[src/rtl/key_press_conditioner.sv]
// key_press_conditioner: turns two raw active-low push-buttons into one-cycle
// press pulses for the game core. Each channel has a two-flop synchronizer and
// a four-state debounce FSM with an 8-bit stability counter.
// Optional build macro CPU_OPPONENT_EN adds an LFSR-driven computer opponent
// that can take over the right channel when cpuEnable is high.
module key_press_conditioner #(
   parameter int DEBOUNCE_CYCLES = 4
) (
   input  logic       clock,
   input  logic       reset,
   input  logic       LeftKEY,
   input  logic       RightKEY,
   input  logic       cpuEnable,
   input  logic [3:0] cpuSpeed,
   output logic       LeftButton,
   output logic       RightButton
);

   typedef enum logic [1:0] {
      IDLE         = 2'd0,
      PRESS_WAIT   = 2'd1,
      HELD         = 2'd2,
      RELEASE_WAIT = 2'd3
   } state_t;

   // Counter value on the last of the required stable cycles.
   localparam logic [7:0] LAST_COUNT = 8'(DEBOUNCE_CYCLES - 1);

   logic [1:0] raw_key;
   logic [1:0] force_idle;
   logic [1:0] press_accept;
   logic       left_button_reg;
   logic       right_button_reg;
   logic       right_button_next;

   // Index 0 is the left player, index 1 the right player.
   assign raw_key = {RightKEY, LeftKEY};

   genvar gi;
   generate
      for (gi = 0; gi < 2; gi++) begin : g_channel
         logic       sync_meta_reg;
         logic       sync_reg;
         logic       pressed;
         state_t     state_reg;
         state_t     state_next;
         logic [7:0] count_reg;
         logic [7:0] count_next;
         logic       accept_next;

         // Two-flop synchronizer; resets to the released level.
         always_ff @(posedge clock or posedge reset) begin
            if (reset) begin
               sync_meta_reg <= 1'b1;
               sync_reg      <= 1'b1;
            end else begin
               sync_meta_reg <= raw_key[gi];
               sync_reg      <= sync_meta_reg;
            end
         end

         assign pressed = ~sync_reg;

         // Debounce state and stability counter.
         always_ff @(posedge clock or posedge reset) begin
            if (reset) begin
               state_reg <= IDLE;
               count_reg <= 8'd0;
            end else begin
               state_reg <= state_next;
               count_reg <= count_next;
            end
         end

         // Next state, counter and press acceptance for this channel.
         always_comb begin
            state_next  = state_reg;
            count_next  = count_reg;
            accept_next = 1'b0;
            if (force_idle[gi]) begin
               state_next = IDLE;
               count_next = 8'd0;
            end else begin
               case (state_reg)
                  IDLE: begin
                     if (pressed) begin
                        state_next = PRESS_WAIT;
                        count_next = 8'd0;
                     end
                  end
                  PRESS_WAIT: begin
                     if (!pressed) begin
                        state_next = IDLE;
                        count_next = 8'd0;
                     end else if (count_reg == LAST_COUNT) begin
                        state_next  = HELD;
                        count_next  = 8'd0;
                        accept_next = 1'b1;
                     end else begin
                        count_next = count_reg + 8'd1;
                     end
                  end
                  HELD: begin
                     if (!pressed) begin
                        state_next = RELEASE_WAIT;
                        count_next = 8'd0;
                     end
                  end
                  RELEASE_WAIT: begin
                     if (pressed) begin
                        // Release bounce: back to held without a new pulse.
                        state_next = HELD;
                        count_next = 8'd0;
                     end else if (count_reg == LAST_COUNT) begin
                        state_next = IDLE;
                        count_next = 8'd0;
                     end else begin
                        count_next = count_reg + 8'd1;
                     end
                  end
                  default: begin
                     state_next = IDLE;
                     count_next = 8'd0;
                  end
               endcase
            end
         end

         assign press_accept[gi] = accept_next;
      end
   endgenerate

`ifdef CPU_OPPONENT_EN
   logic [9:0] lfsr_reg;
   logic       cpu_fire;

   // Free-running 10-bit Fibonacci LFSR, taps 10 and 7.
   always_ff @(posedge clock or posedge reset) begin
      if (reset) begin
         lfsr_reg <= 10'h001;
      end else begin
         lfsr_reg <= {lfsr_reg[8:0], lfsr_reg[9] ^ lfsr_reg[6]};
      end
   end

   // Higher cpuSpeed widens the firing window; the previous-cycle check keeps
   // computer presses from landing on adjacent cycles.
   assign cpu_fire          = (lfsr_reg < {cpuSpeed, 6'b0}) && !right_button_reg;
   assign force_idle        = {cpuEnable, 1'b0};
   assign right_button_next = cpuEnable ? cpu_fire : press_accept[1];
`else
   // Opponent controls exist on the port list but have no function here.
   logic unused_cfg;
   assign unused_cfg        = ^{cpuEnable, cpuSpeed};
   assign force_idle        = 2'b00;
   assign right_button_next = press_accept[1];
`endif

   // Registered one-cycle press pulses.
   always_ff @(posedge clock or posedge reset) begin
      if (reset) begin
         left_button_reg  <= 1'b0;
         right_button_reg <= 1'b0;
      end else begin
         left_button_reg  <= press_accept[0];
         right_button_reg <= right_button_next;
      end
   end

   assign LeftButton  = left_button_reg;
   assign RightButton = right_button_reg;

endmodule

[config.mk]
export PLATFORM = sky130hd
export DESIGN_NAME = key_press_conditioner
export DESIGN_NICKNAME = d
export VERILOG_FILES = /design/src/rtl/key_press_conditioner.sv
export SDC_FILE = /design/constraint.sdc
export NUM_CORES = 1
export LEC_CHECK = 0
export ABC_AREA = 0
export BUFFER_PORTS_ARGS = -buffer_cell sky130_fd_sc_hd__buf_2
export CAP_MARGIN = 40
export CORE_ASPECT_RATIO = 1.25
export CORE_UTILIZATION = 50
export DETAILED_ROUTE_END_ITERATION = 16
export GPL_ROUTABILITY_DRIVEN = 1
export HOLD_SLACK_MARGIN = 0.08
export PLACE_DENSITY_LB_ADDON = 0.2
export SLEW_MARGIN = 20
export SYNTH_ARGS = -nofsm -noshare
export SYNTH_HDL_FRONTEND = slang
export SYNTH_SLANG_ARGS = --single-unit
[constraint.sdc]
create_clock -name clock -period 1.93 [get_ports clock]
set_input_delay 0.4825 -clock clock [delete_from_list [all_inputs] [get_ports clock]]
set_output_delay 0.4825 -clock clock [all_outputs]
set_load 0.01 [all_outputs]
==> results of run 1 <==
final timing paths:
kind	endpoint	slack, ps	cells past startpoint
min in group clock	g_channel[1].sync_meta_reg	240	1
setup / recovery	g_channel[1].count_reg[4]	80	4
hold / removal	asynchronous set/reset pin	180	3
max in group asynchronous	g_channel[1].sync_reg	1460	3
hold reg to reg	g_channel[0].sync_reg	370	0
setup reg to reg	g_channel[1].count_reg[4]	80	4
cell usage in the layout, fill, tap and decap left out, drive strengths merged, types with 2 or more instances in the layout:
master | netlist | final
and3 | 4 | 4
a22o | 2 | 2
a31oi | 5 | 5
nand2 | 11 | 11
inv | 2 | 2
dfstp | 4 | 4
xor2 | 4 | 4
o21ai | 9 | 9
nand2b | 3 | 3
dfrtp | 22 | 22
nor2 | 6 | 6
a21oi | 4 | 4
nor2b | 3 | 3
buf | 0 | 11
or3 | 3 | 3
nand3 | 6 | 6
clkbuf | 0 | 3
a32o | 2 | 2
ha | 3 | 3
nor3 | 2 | 2
logic make-up (layout without fill, tap and decap cells):
logic type      after synthesis  count (layout)  share of synthesized area [%]
simple gates                 44              44                           19.4
compound gates               32              32                           20.3
flops                        26              26                           52.9
xor+xnor                      5               5                           3.53
fa+ha+maj                     3               3                           3.03
buf+inv                       3              18                          0.907
per-layer routing:
layer	up-vias	track usage, %	routed length [um]	share of wire, %
met4	0	8.40	36	1.6
met5	-	0	0	0
met1	469	24.7	949	43
met2	11	34.1	1190	53
met3	4	3.43	44	2.0
li1	458	-	-	-
metrics by stage:
stage	total power, mW	cells	setup WS [ps]	util (%)	area [sq um]
after global routing	1.79	159	24.0	61.8	1410
after detailed placement	1.31	155	112	59.1	1350
after floorplan	1.14	113	216	-	1240
after global placement	1.28	155	134	59.1	1350
after CTS	1.68	159	89.1	61.4	1400
final	1.68	159	79.3	61.8	1410
worst max-delay path: cells and delay by family (launching register included):
family | cells | cell delay, ps
AO/OA/AOI/OAI | 3 | 720
flip-flops | 1 | 440
AND/OR/NAND/NOR | 1 | 590
power groups by stage:
stage	sequential [mW]	clock (mW)	combinational, mW
6_report	0.747	0.362	0.567
5_1_grt	0.763	0.395	0.636
4_1_cts	0.744	0.374	0.563
3_5_place_dp	0.754	0	0.560
3_3_place_gp	0.748	0	0.534
2_1_floorplan	0.744	0	0.397
timing repair:
item / 4_1_cts / 5_1_grt
endpoints found under the setup margin: 0 / 1
hold buffers: 0 / 0
resized for setup: 0 / 1
final cells by class:
type,instances,area (sq um)
Clock buffer,3,22.5
Inverter,3,11.3
Multi-Input combinational cell,84,582
Sequential cell,26,656
Clock inverter,1,30.0
Timing Repair Buffer,11,70.1
Tap cell,31,38.8
Fill cell,198,872
==> reports/metrics.csv, run 1 <==
metric,value,unit
number of distinct library cells after synthesis,38,
number of nets in the layout,141,
achievable clock frequency,0.540,GHz
Clk network pwr share,21.6,%
largest buffer count on any clock path,2,
most area-hungry cell type in the Yosys netlist,sky130_fd_sc_hd__dfrtp_1,
die height,57.7,um
Routed wire per std cell,13.9,um
max_slew headroom,58.5,%
fraction of layout instances using a drive strength above 1,20.3,%
Static Leakage,0.632,nW
Worst-path clk slew,140,ps
portion of the clock cycle consumed by the worst path in the final layout,95.9,%
area share of the largest cell type after synthesis,44.4,%
most frequent cell after synthesis,sky130_fd_sc_hd__dfrtp_1,
series of cell instances along the critical path,"or4_4, o311ai_4, o21ai_1, a32o_1",
Pwr per Cell Area,1190,mW/mm^2
number of clock buffers inserted by TritonCTS,3,
proportion of register bits with asynchronous set or reset after synthesis,100,%
number of top-level pins,11,
clock latency on the worst-skew pair,320,ps
# Max-Cap Violations,0,
diode insertion count for antenna repair,0,
total vias in the final route,942,
share of total power in combinational logic,33.8,%
P_sw,0.599,mW
"EDFF count, synth",0,
post-synthesis to final-layout area growth,13.7,%
TritonCTS clock tree,built,
setup repair after global routing missed its margin,no,
"FF+latch count, synth",26,
count of buffers inserted at the top-level ports,5,
Finish-stage setup viols,0,
Final ANT Viol Nets,0,
Sinks on Clock Net,26,
post-route DRC violation count,0,
number of levels in the clock H-tree,1,
"Max FO, Critical Path",5,
final weighted congestion of routability-driven global placement,0.775,
CP max stage delay,590,ps
root buffer cell,sky130_fd_sc_hd__clkbuf_4,
Hold Path Class,in2async,
primary flip-flop cell chosen by synthesis mapping,sky130_fd_sc_hd__dfrtp_1,
die footprint,0.00268,sq mm
Syn Inst Count,113,
worst-margin pin slew,618,ps
Syn. warnings,0,
max-slew violations,0,
wire length of the first global-routing pass,3930,um
Die Wd,46.5,um
Final Hold Violating Endpoints,0,
Setup Crit Path Kind,reg2reg,
Post-CTS Setup Repair Bufs,0,
synthesized cell area,0.00124,sq mm
maximum number of pins on one net before global-route repair,27,
Cell Int Power,1.08,mW
Worst setup SP type,flip-flop,
kind of end point of the critical path,flip-flop,
vias per inst,5.92,
Avg Synthesized Cell Area,11.0,sq um
Required @ worst endpoint,2140,ps
detailed router's first-iteration violation count,13,
vias in the first global route,925,
final routed wirelength across all metal layers,2220,um
initial antenna violation count,0,
half-perimeter wire length of the detailed placement result,1650,um
GRT Overall Usage,20.2,%
worst clock skew,10.1,ps
minimum hold slack,179,ps
largest voltage drop on the vdd net,0.000776,V
switching portion of total power,35.7,%
status,completed,
R2R Path Start,g_channel[1].count_reg[5],
flip-flop count of the largest register after layout,16,
most area-consuming cells after synthesis,"sky130_fd_sc_hd__dfrtp_1, sky130_fd_sc_hd__dfstp_2, sky130_fd_sc_hd__nand2_1",
Synthesized Nets,125,
Placeable Area,0.00228,sq mm
master of the slowest instance on the critical path,sky130_fd_sc_hd__or4_4,
Critical Path Start,g_channel[1].count_reg[5],
detailed-routing iteration count for the pre-antenna-repair pass,6,
number of rows created at floorplan,19,
initial core utilization,54.3,%
Synth top cells by count,"sky130_fd_sc_hd__dfrtp_1, sky130_fd_sc_hd__nand2_1, sky130_fd_sc_hd__nand3_1, sky130_fd_sc_hd__nor2_1, sky130_fd_sc_hd__o21ai_1",
minimum period implied by the final worst setup slack,1850,ps
fraction of the yosys area taken by sequential cells,52.9,%
part of the total power dissipated in sequential elements,44.6,%
Crit path arrival time,2060,ps
total congestion overflow after global routing,0,
Sum Neg Setup Slack,0,ps
No activity file was read; power rests on OpenSTA's default activity.
==> run 2, diff against run 1 <==
ABC_AREA = 1   (was 0)
MAX_ROUTING_LAYER = met4   (was default)
PLACE_DENSITY = 0.77   (was default)
PLACE_DENSITY_LB_ADDON = default   (was 0.2)
==> reports/metrics.csv, run 2 <==
metric,value,unit,change
Routed wire per std cell,10.7,um,was 13.9 um
clock latency on the worst-skew pair,300,ps,was 320 ps
post_cts resized,0,,unchanged
post-synthesis to final-layout area growth,8.01,%,was 13.7%
Post-DP Area,0.00138,sq mm,was 0.00135 sq mm
Sum Neg Setup Slack,0,ps,unchanged
series of cell instances along the critical path,"ha_1, nand2_1, nor2_1, nor2_2, nor2_1, nor2_1",,"was or4_4, o311ai_4, o21ai_1, a32o_1"
portion of the clock cycle consumed by the worst path in the final layout,72.3,%,was 95.9%
total vias in the final route,1025,,was 942
kind of end point of the critical path,flip-flop,,unchanged
Pwr per Cell Area,962,mW/mm^2,was 1190 mW/mm^2
TritonCTS clock tree,built,,unchanged
master of the slowest instance on the critical path,sky130_fd_sc_hd__dfrtp_1,,was sky130_fd_sc_hd__or4_4
final weighted congestion of routability-driven global placement,0.799,,was 0.775
post-placement setup slack,545,ps,was 112 ps
minimum period implied by the final worst setup slack,1400,ps,was 1850 ps
largest buffer count on any clock path,2,,unchanged
number of distinct library cells after synthesis,24,,was 38
Static Leakage,0.731,nW,was 0.632 nW
Syn. warnings,0,,unchanged
most area-consuming cells after synthesis,"sky130_fd_sc_hd__dfrtp_1, sky130_fd_sc_hd__nand2_1, sky130_fd_sc_hd__dfstp_2",,"was sky130_fd_sc_hd__dfrtp_1, sky130_fd_sc_hd__dfstp_2, sky130_fd_sc_hd__nand2_1"
detailed-routing iteration count for the pre-antenna-repair pass,4,,was 6
max_slew headroom,78.7,%,was 58.5%
cell mode on critical path,sky130_fd_sc_hd__nor2_1,,
Required @ worst endpoint,2140,ps,about the same
# hold bufs at CTS,0,,unchanged
wire length of the first global-routing pass,3530,um,was 3930 um
kind of cell with the highest combined delay on the critical path,simple AND/OR/NAND/NOR gates,,was compound AO/OA/AOI/OAI gates
Sinks on Clock Net,26,,unchanged
Worst setup SP type,flip-flop,,unchanged
half-perimeter wire length of the detailed placement result,1680,um,was 1650 um
cell area after layout,0.00142,sq mm,was 0.00141 sq mm
vias in the first global route,946,,was 925
diode insertion count for antenna repair,0,,unchanged
initial antenna violation count,0,,unchanged
number of clock buffers inserted by TritonCTS,3,,unchanged
Final Hold Violating Endpoints,0,,unchanged
"EDFF count, synth",0,,unchanged
vias per inst,5.00,,was 5.92
post-route DRC violation count,0,,unchanged
"Max FO, Critical Path",6,,was 5
total congestion overflow after global routing,0,,unchanged
primary flip-flop cell chosen by synthesis mapping,sky130_fd_sc_hd__dfrtp_1,,unchanged
Worst-path clk slew,130,ps,was 140 ps
# Max-Cap Violations,0,,unchanged
achievable clock frequency,0.716,GHz,was 0.540 GHz
number of levels in the clock H-tree,1,,unchanged
number of rows created at floorplan,20,,was 19
Placeable Area,0.00245,sq mm,was 0.00228 sq mm
maximum number of pins on one net before global-route repair,27,,unchanged
max-slew violations,0,,unchanged
layout filler cell count,236,,was 198
fraction of the yosys area taken by sequential cells,50.0,%,was 52.9%
CP max stage delay,400,ps,was 590 ps
Avg Synthesized Cell Area,8.05,sq um,was 11.0 sq um
final routed wirelength across all metal layers,2200,um,was 2220 um
die height,59.3,um,was 57.7 um
fraction of layout instances using a drive strength above 1,12.8,%,was 20.3%
Die Wd,47.8,um,was 46.5 um
worst-margin pin slew,320,ps,was 618 ps
minimum hold slack,200,ps,was 179 ps
number of top-level pins,11,,unchanged
number of nets in the layout,185,,was 141
proportion of register bits with asynchronous set or reset after synthesis,100,%,unchanged
GRT Overall Usage,18.1,%,was 20.2%
"leading cell type in the layout, fill and taps excluded",sky130_fd_sc_hd__nand2_1,,was sky130_fd_sc_hd__dfrtp_1
count of buffers inserted at the top-level ports,5,,unchanged
Setup Crit Path Kind,reg2reg,,unchanged
worst path buffer plus inverter count,0,,unchanged
Finish-stage setup viols,0,,unchanged
Multi-input gate area,558,sq um,was 582 sq um
most area-hungry cell type in the Yosys netlist,sky130_fd_sc_hd__dfrtp_1,,unchanged
register cell area after layout,656,sq um,unchanged
most frequent cell after synthesis,sky130_fd_sc_hd__nand2_1,,was sky130_fd_sc_hd__dfrtp_1
die footprint,0.00284,sq mm,was 0.00268 sq mm
Synthesized Nets,175,,was 125
initial core utilization,53.5,%,was 54.3%
setup repair after global routing missed its margin,no,,unchanged
"leading cell types in the layout, fill and taps excluded","sky130_fd_sc_hd__nand2_1, sky130_fd_sc_hd__inv_1, sky130_fd_sc_hd__dfrtp_1",,"was sky130_fd_sc_hd__dfrtp_1, sky130_fd_sc_hd__nand2_1"
Hold Path Class,in2async,,unchanged
root buffer cell,sky130_fd_sc_hd__clkbuf_4,,unchanged
Post-CTS Setup Repair Bufs,0,,unchanged
worst clock skew,3.21,ps,was 10.1 ps
synthesized cell area,0.00131,sq mm,was 0.00124 sq mm
"FF+latch count, synth",26,,unchanged
area share of the largest cell type after synthesis,41.9,%,was 44.4%
Crit path arrival time,1610,ps,was 2060 ps
Synth top cells by count,"sky130_fd_sc_hd__nand2_1, sky130_fd_sc_hd__inv_1, sky130_fd_sc_hd__dfrtp_1, sky130_fd_sc_hd__nand3_1, sky130_fd_sc_hd__nor2_1",,"was sky130_fd_sc_hd__dfrtp_1, sky130_fd_sc_hd__nand2_1, sky130_fd_sc_hd__nand3_1, sky130_fd_sc_hd__nor2_1, sky130_fd_sc_hd__o21ai_1"
Final ANT Viol Nets,0,,unchanged
Syn Inst Count,163,,was 113
flip-flop count of the largest register after layout,16,,unchanged
largest voltage drop on the vdd net,0.000850,V,was 0.000776 V
status,completed,,unchanged
detailed router's first-iteration violation count,24,,was 13
final setup margin,534,ps,was 79.3 ps
[run 2: changes by cell type after synthesis, moves of 4 or more]
cell | previous run | this run
sky130_fd_sc_hd__nand2_1 | 11 | 42
sky130_fd_sc_hd__inv_1 | 1 | 24
sky130_fd_sc_hd__nand3_1 | 6 | 16
sky130_fd_sc_hd__nor2_1 | 6 | 14
sky130_fd_sc_hd__a31oi_1 | 5 | 0
sky130_fd_sc_hd__and3_1 | 4 | 0
sky130_fd_sc_hd__nand4_1 | 0 | 4
sky130_fd_sc_hd__o21ai_0 | 3 | 7
[run 2: power breakdown]
group	internal (mW)	switching (mW)	total [mW]
clock network	0.115	0.147	0.262
logic	0.132	0.245	0.377
registers	0.633	0.0912	0.725
total	0.880	0.484	1.36
[run 2: area by class of cell]
type,instances,share of cell area [%]
flip-flops and latches,26,46.2
multi-input cells,111,39.4
clock buffers,4,2.56
repair buffers,6,2.29
inverters,25,6.62
well taps,33,2.91
[run 2: cells by family (layout without fill, tap and decap cells)]
| kind of cell | count (synthesis) | in the layout | synth area share, % |
|---|---|---|---|
| flops | 26 | 26 | 50.0 |
| fa+ha+maj | 3 | 3 | 2.86 |
| simple gates | 87 | 87 | 29.8 |
| xor+xnor | 4 | 4 | 2.67 |
| buf+inv | 26 | 35 | 7.53 |
| compound gates | 17 | 17 | 7.15 |
[run 2: worst paths after layout]
check                                      startpoint                          to  slack (ps)  cells after the start
hold / removal                                  reset   g_channel[0].count_reg[3]         200                      3
max in group asynchronous                       reset  g_channel[0].sync_meta_reg        1440                      3
setup reg to reg            g_channel[1].count_reg[0]   g_channel[1].count_reg[5]         530                      6
min in group clock                            LeftKEY  g_channel[0].sync_meta_reg         260                      1
setup / recovery            g_channel[1].count_reg[0]   g_channel[1].count_reg[5]         530                      6
hold reg to reg            g_channel[1].sync_meta_reg       g_channel[1].sync_reg         360                      0
[run 2: worst min-delay path: stages]
cell	delay, ps
sky130_fd_sc_hd__buf_2	90
sky130_fd_sc_hd__inv_1	40
sky130_fd_sc_hd__buf_4	300
[run 2: through the flow]
stage                     instances  power (mW)  util, %
after floorplan                 163        1.02        -
after global placement          201        1.09     56.3
after detailed placement        201        1.12     56.3
after CTS                       205        1.39     57.8
after global routing            205        1.47     57.8
final                           205        1.36     57.8
[run 2: routing by layer]
layer	up-vias	part of all wire, %	routed length (um)	track usage, %
met5	-	0	0	-
met4	0	1.1	25	8.33
met3	4	2.3	50	4.27
met2	18	53	1170	32.0
met1	467	43	951	17.8
li1	536	-	-	-
==> run 3, diff against run 2 <==
PLACE_DENSITY = 0.79   (was 0.77)
clock period = 1.1 ns   (was 1.93 ns; I/O delays follow)
==> reports/metrics.csv, run 3 (synthesis gave the netlist of run 2 again) <==
metric,value,unit,change
number of levels in the clock H-tree,1,,unchanged
master of the slowest instance on the critical path,sky130_fd_sc_hd__dfstp_2,,was sky130_fd_sc_hd__dfrtp_1
Static Leakage,0.952,nW,was 0.731 nW
number of top-level pins,11,,unchanged
die height,59.3,um,unchanged
largest voltage drop on the vdd net,0.00167,V,was 0.000850 V
"leading cell type in the layout, fill and taps excluded",sky130_fd_sc_hd__nand2_1,,unchanged
setup repair after global routing missed its margin,yes,,was no
GRT Overall Usage,24.9,%,was 18.1%
Hold Path Class,reg2reg,,was in2async
number of rows created at floorplan,20,,unchanged
Die Wd,47.8,um,unchanged
post-synthesis to final-layout area growth,42.4,%,was 8.01%
"Max FO, Critical Path",6,,unchanged
final setup margin,-221,ps,was 534 ps
initial core utilization,53.5,%,unchanged
count of buffers inserted at the top-level ports,5,,unchanged
number of clock buffers inserted by TritonCTS,3,,unchanged
final weighted congestion of routability-driven global placement,0.857,,was 0.799
Routed wire per std cell,12.7,um,was 10.7 um
# Max-Cap Violations,0,,unchanged
max_slew headroom,79.4,%,was 78.7%
worst clock skew,2.28,ps,was 3.21 ps
maximum number of pins on one net before global-route repair,27,,unchanged
status,"complete, but fails checks",,was completed
minimum period implied by the final worst setup slack,1320,ps,was 1400 ps
TritonCTS clock tree,built,,unchanged
worst path buffer plus inverter count,0,,unchanged
worst-margin pin slew,307,ps,was 320 ps
clock latency on the worst-skew pair,320,ps,was 300 ps
Placeable Area,0.00245,sq mm,unchanged
vias in the first global route,1250,,was 946
Worst-path clk slew,140,ps,was 130 ps
detailed-routing iteration count for the pre-antenna-repair pass,4,,unchanged
largest buffer count on any clock path,2,,unchanged
Pwr per Cell Area,1800,mW/mm^2,was 962 mW/mm^2
CP max stage delay,610,ps,was 400 ps
fin util,76.2,%,was 57.8%
initial antenna violation count,0,,unchanged
overall power,3.36,mW,was 1.36 mW
kind of end point of the critical path,flip-flop,,unchanged
cell area after layout,0.00187,sq mm,was 0.00142 sq mm
series of cell instances along the critical path,"nand2_4, nand3_4, nand2_2, or2_1, a21oi_1",,"was ha_1, nand2_1, nor2_1, nor2_2, nor2_1, nor2_1"
die footprint,0.00284,sq mm,unchanged
total vias in the final route,1188,,was 1025
final routed wirelength across all metal layers,3000,um,was 2200 um
Post-DP Area,0.00163,sq mm,was 0.00138 sq mm
failing checks,setup timing,,
number of nets in the layout,217,,was 185
achievable clock frequency,0.757,GHz,was 0.716 GHz
post-route DRC violation count,0,,unchanged
wire length of the first global-routing pass,4800,um,was 3530 um
vias per inst,5.01,,was 5.00
half-perimeter wire length of the detailed placement result,2120,um,was 1680 um
Crit path arrival time,1580,ps,was 1610 ps
flip-flop count of the largest register after layout,16,,unchanged
Finish-stage setup viols,24,,was 0
Sinks on Clock Net,26,,unchanged
Setup Crit Path Kind,reg2reg,,unchanged
portion of the clock cycle consumed by the worst path in the final layout,120,%,was 72.3%
max-slew violations,0,,unchanged
detailed router's first-iteration violation count,25,,was 24
"leading cell types in the layout, fill and taps excluded","sky130_fd_sc_hd__nand2_1, sky130_fd_sc_hd__buf_4, sky130_fd_sc_hd__dfrtp_1",,"was sky130_fd_sc_hd__nand2_1, sky130_fd_sc_hd__inv_1, sky130_fd_sc_hd__dfrtp_1"
Final Hold Violating Endpoints,0,,unchanged
Worst setup SP type,flip-flop,,unchanged
root buffer cell,sky130_fd_sc_hd__clkbuf_4,,unchanged
diode insertion count for antenna repair,0,,unchanged
Final ANT Viol Nets,0,,unchanged
Required @ worst endpoint,1350,ps,was 2140 ps
total congestion overflow after global routing,0,,unchanged
fraction of layout instances using a drive strength above 1,39.7,%,was 12.8%
kind of cell with the highest combined delay on the critical path,flip-flops,,was simple AND/OR/NAND/NOR gates
[run 3: metrics by stage]
stage	setup WS, ps	TNS, ps	instances	hold slack [ps]
after floorplan	-41.5	-165	163	279
after global placement	-98.2	-1180	224	307
after detailed placement	-205	-2360	224	313
after CTS	-178	-2910	234	373
after global routing	-274	-4940	237	376
final	-221	-3210	237	370
[run 3: what timing repair did]
| action | 4_1_cts | 5_1_grt |
|---|---|---|
| hold buffers | 3 | 0 |
| endpoints found under the hold margin | 24 | 0 |
| pin swaps | 2 | 11 |
| cloned | 0 | 0 |
| endpoints found under the setup margin | 23 | 23 |
| setup buffers | 3 | 3 |
| resized for setup | 13 | 19 |
[run 3: report_power, final]
part	internal (mW)	switching, mW	total (mW)
clock	0.369	0.278	0.646
combinational	0.695	0.729	1.42
sequential	1.11	0.174	1.29
total	2.17	1.18	3.36
[run 3: layout make-up]
| cell class | instances | area (sq um) |
|---|---|---|
| Sequential cell | 26 | 656 |
| Tap cell | 33 | 41.3 |
| Clock buffer | 3 | 22.5 |
| Clock inverter | 1 | 30.0 |
| Multi-Input combinational cell | 111 | 712 |
| Fill cell | 169 | 583 |
| Timing Repair Buffer | 38 | 312 |
| Inverter | 25 | 96.3 |
[run 3: worst paths after layout]
check / from / to / slack (ps) / depth (start not counted)
worst max-delay path: g_channel[1].sync_reg / g_channel[1].count_reg[3] / -220 / 5
worst min-delay path: g_channel[1].sync_meta_reg / g_channel[1].sync_reg / 370 / 0
worst max register to register: g_channel[1].sync_reg / g_channel[1].count_reg[3] / -220 / 5
worst min register to register: g_channel[1].sync_meta_reg / g_channel[1].sync_reg / 370 / 0
max in group asynchronous: reset / g_channel[1].sync_reg / 380 / 4
min in group asynchronous: reset / asynchronous set/reset pin / 490 / 4
[run 3: metal layers]
metal	vias up	share of wire (%)	track usage, %
met2	17	59	47.9
li1	600	-	-
met3	4	1.5	3.05
met5	-	0	-
met4	0	1.4	11.9
met1	567	38	21.8
[run 3: worst reg2reg max path, stage by stage (launching register included)]
cell and delay, ps:
sky130_fd_sc_hd__dfstp_2 610, sky130_fd_sc_hd__nand2_4 80, sky130_fd_sc_hd__nand3_4 150, sky130_fd_sc_hd__nand2_2 90
sky130_fd_sc_hd__or2_1 210, sky130_fd_sc_hd__a21oi_1 120
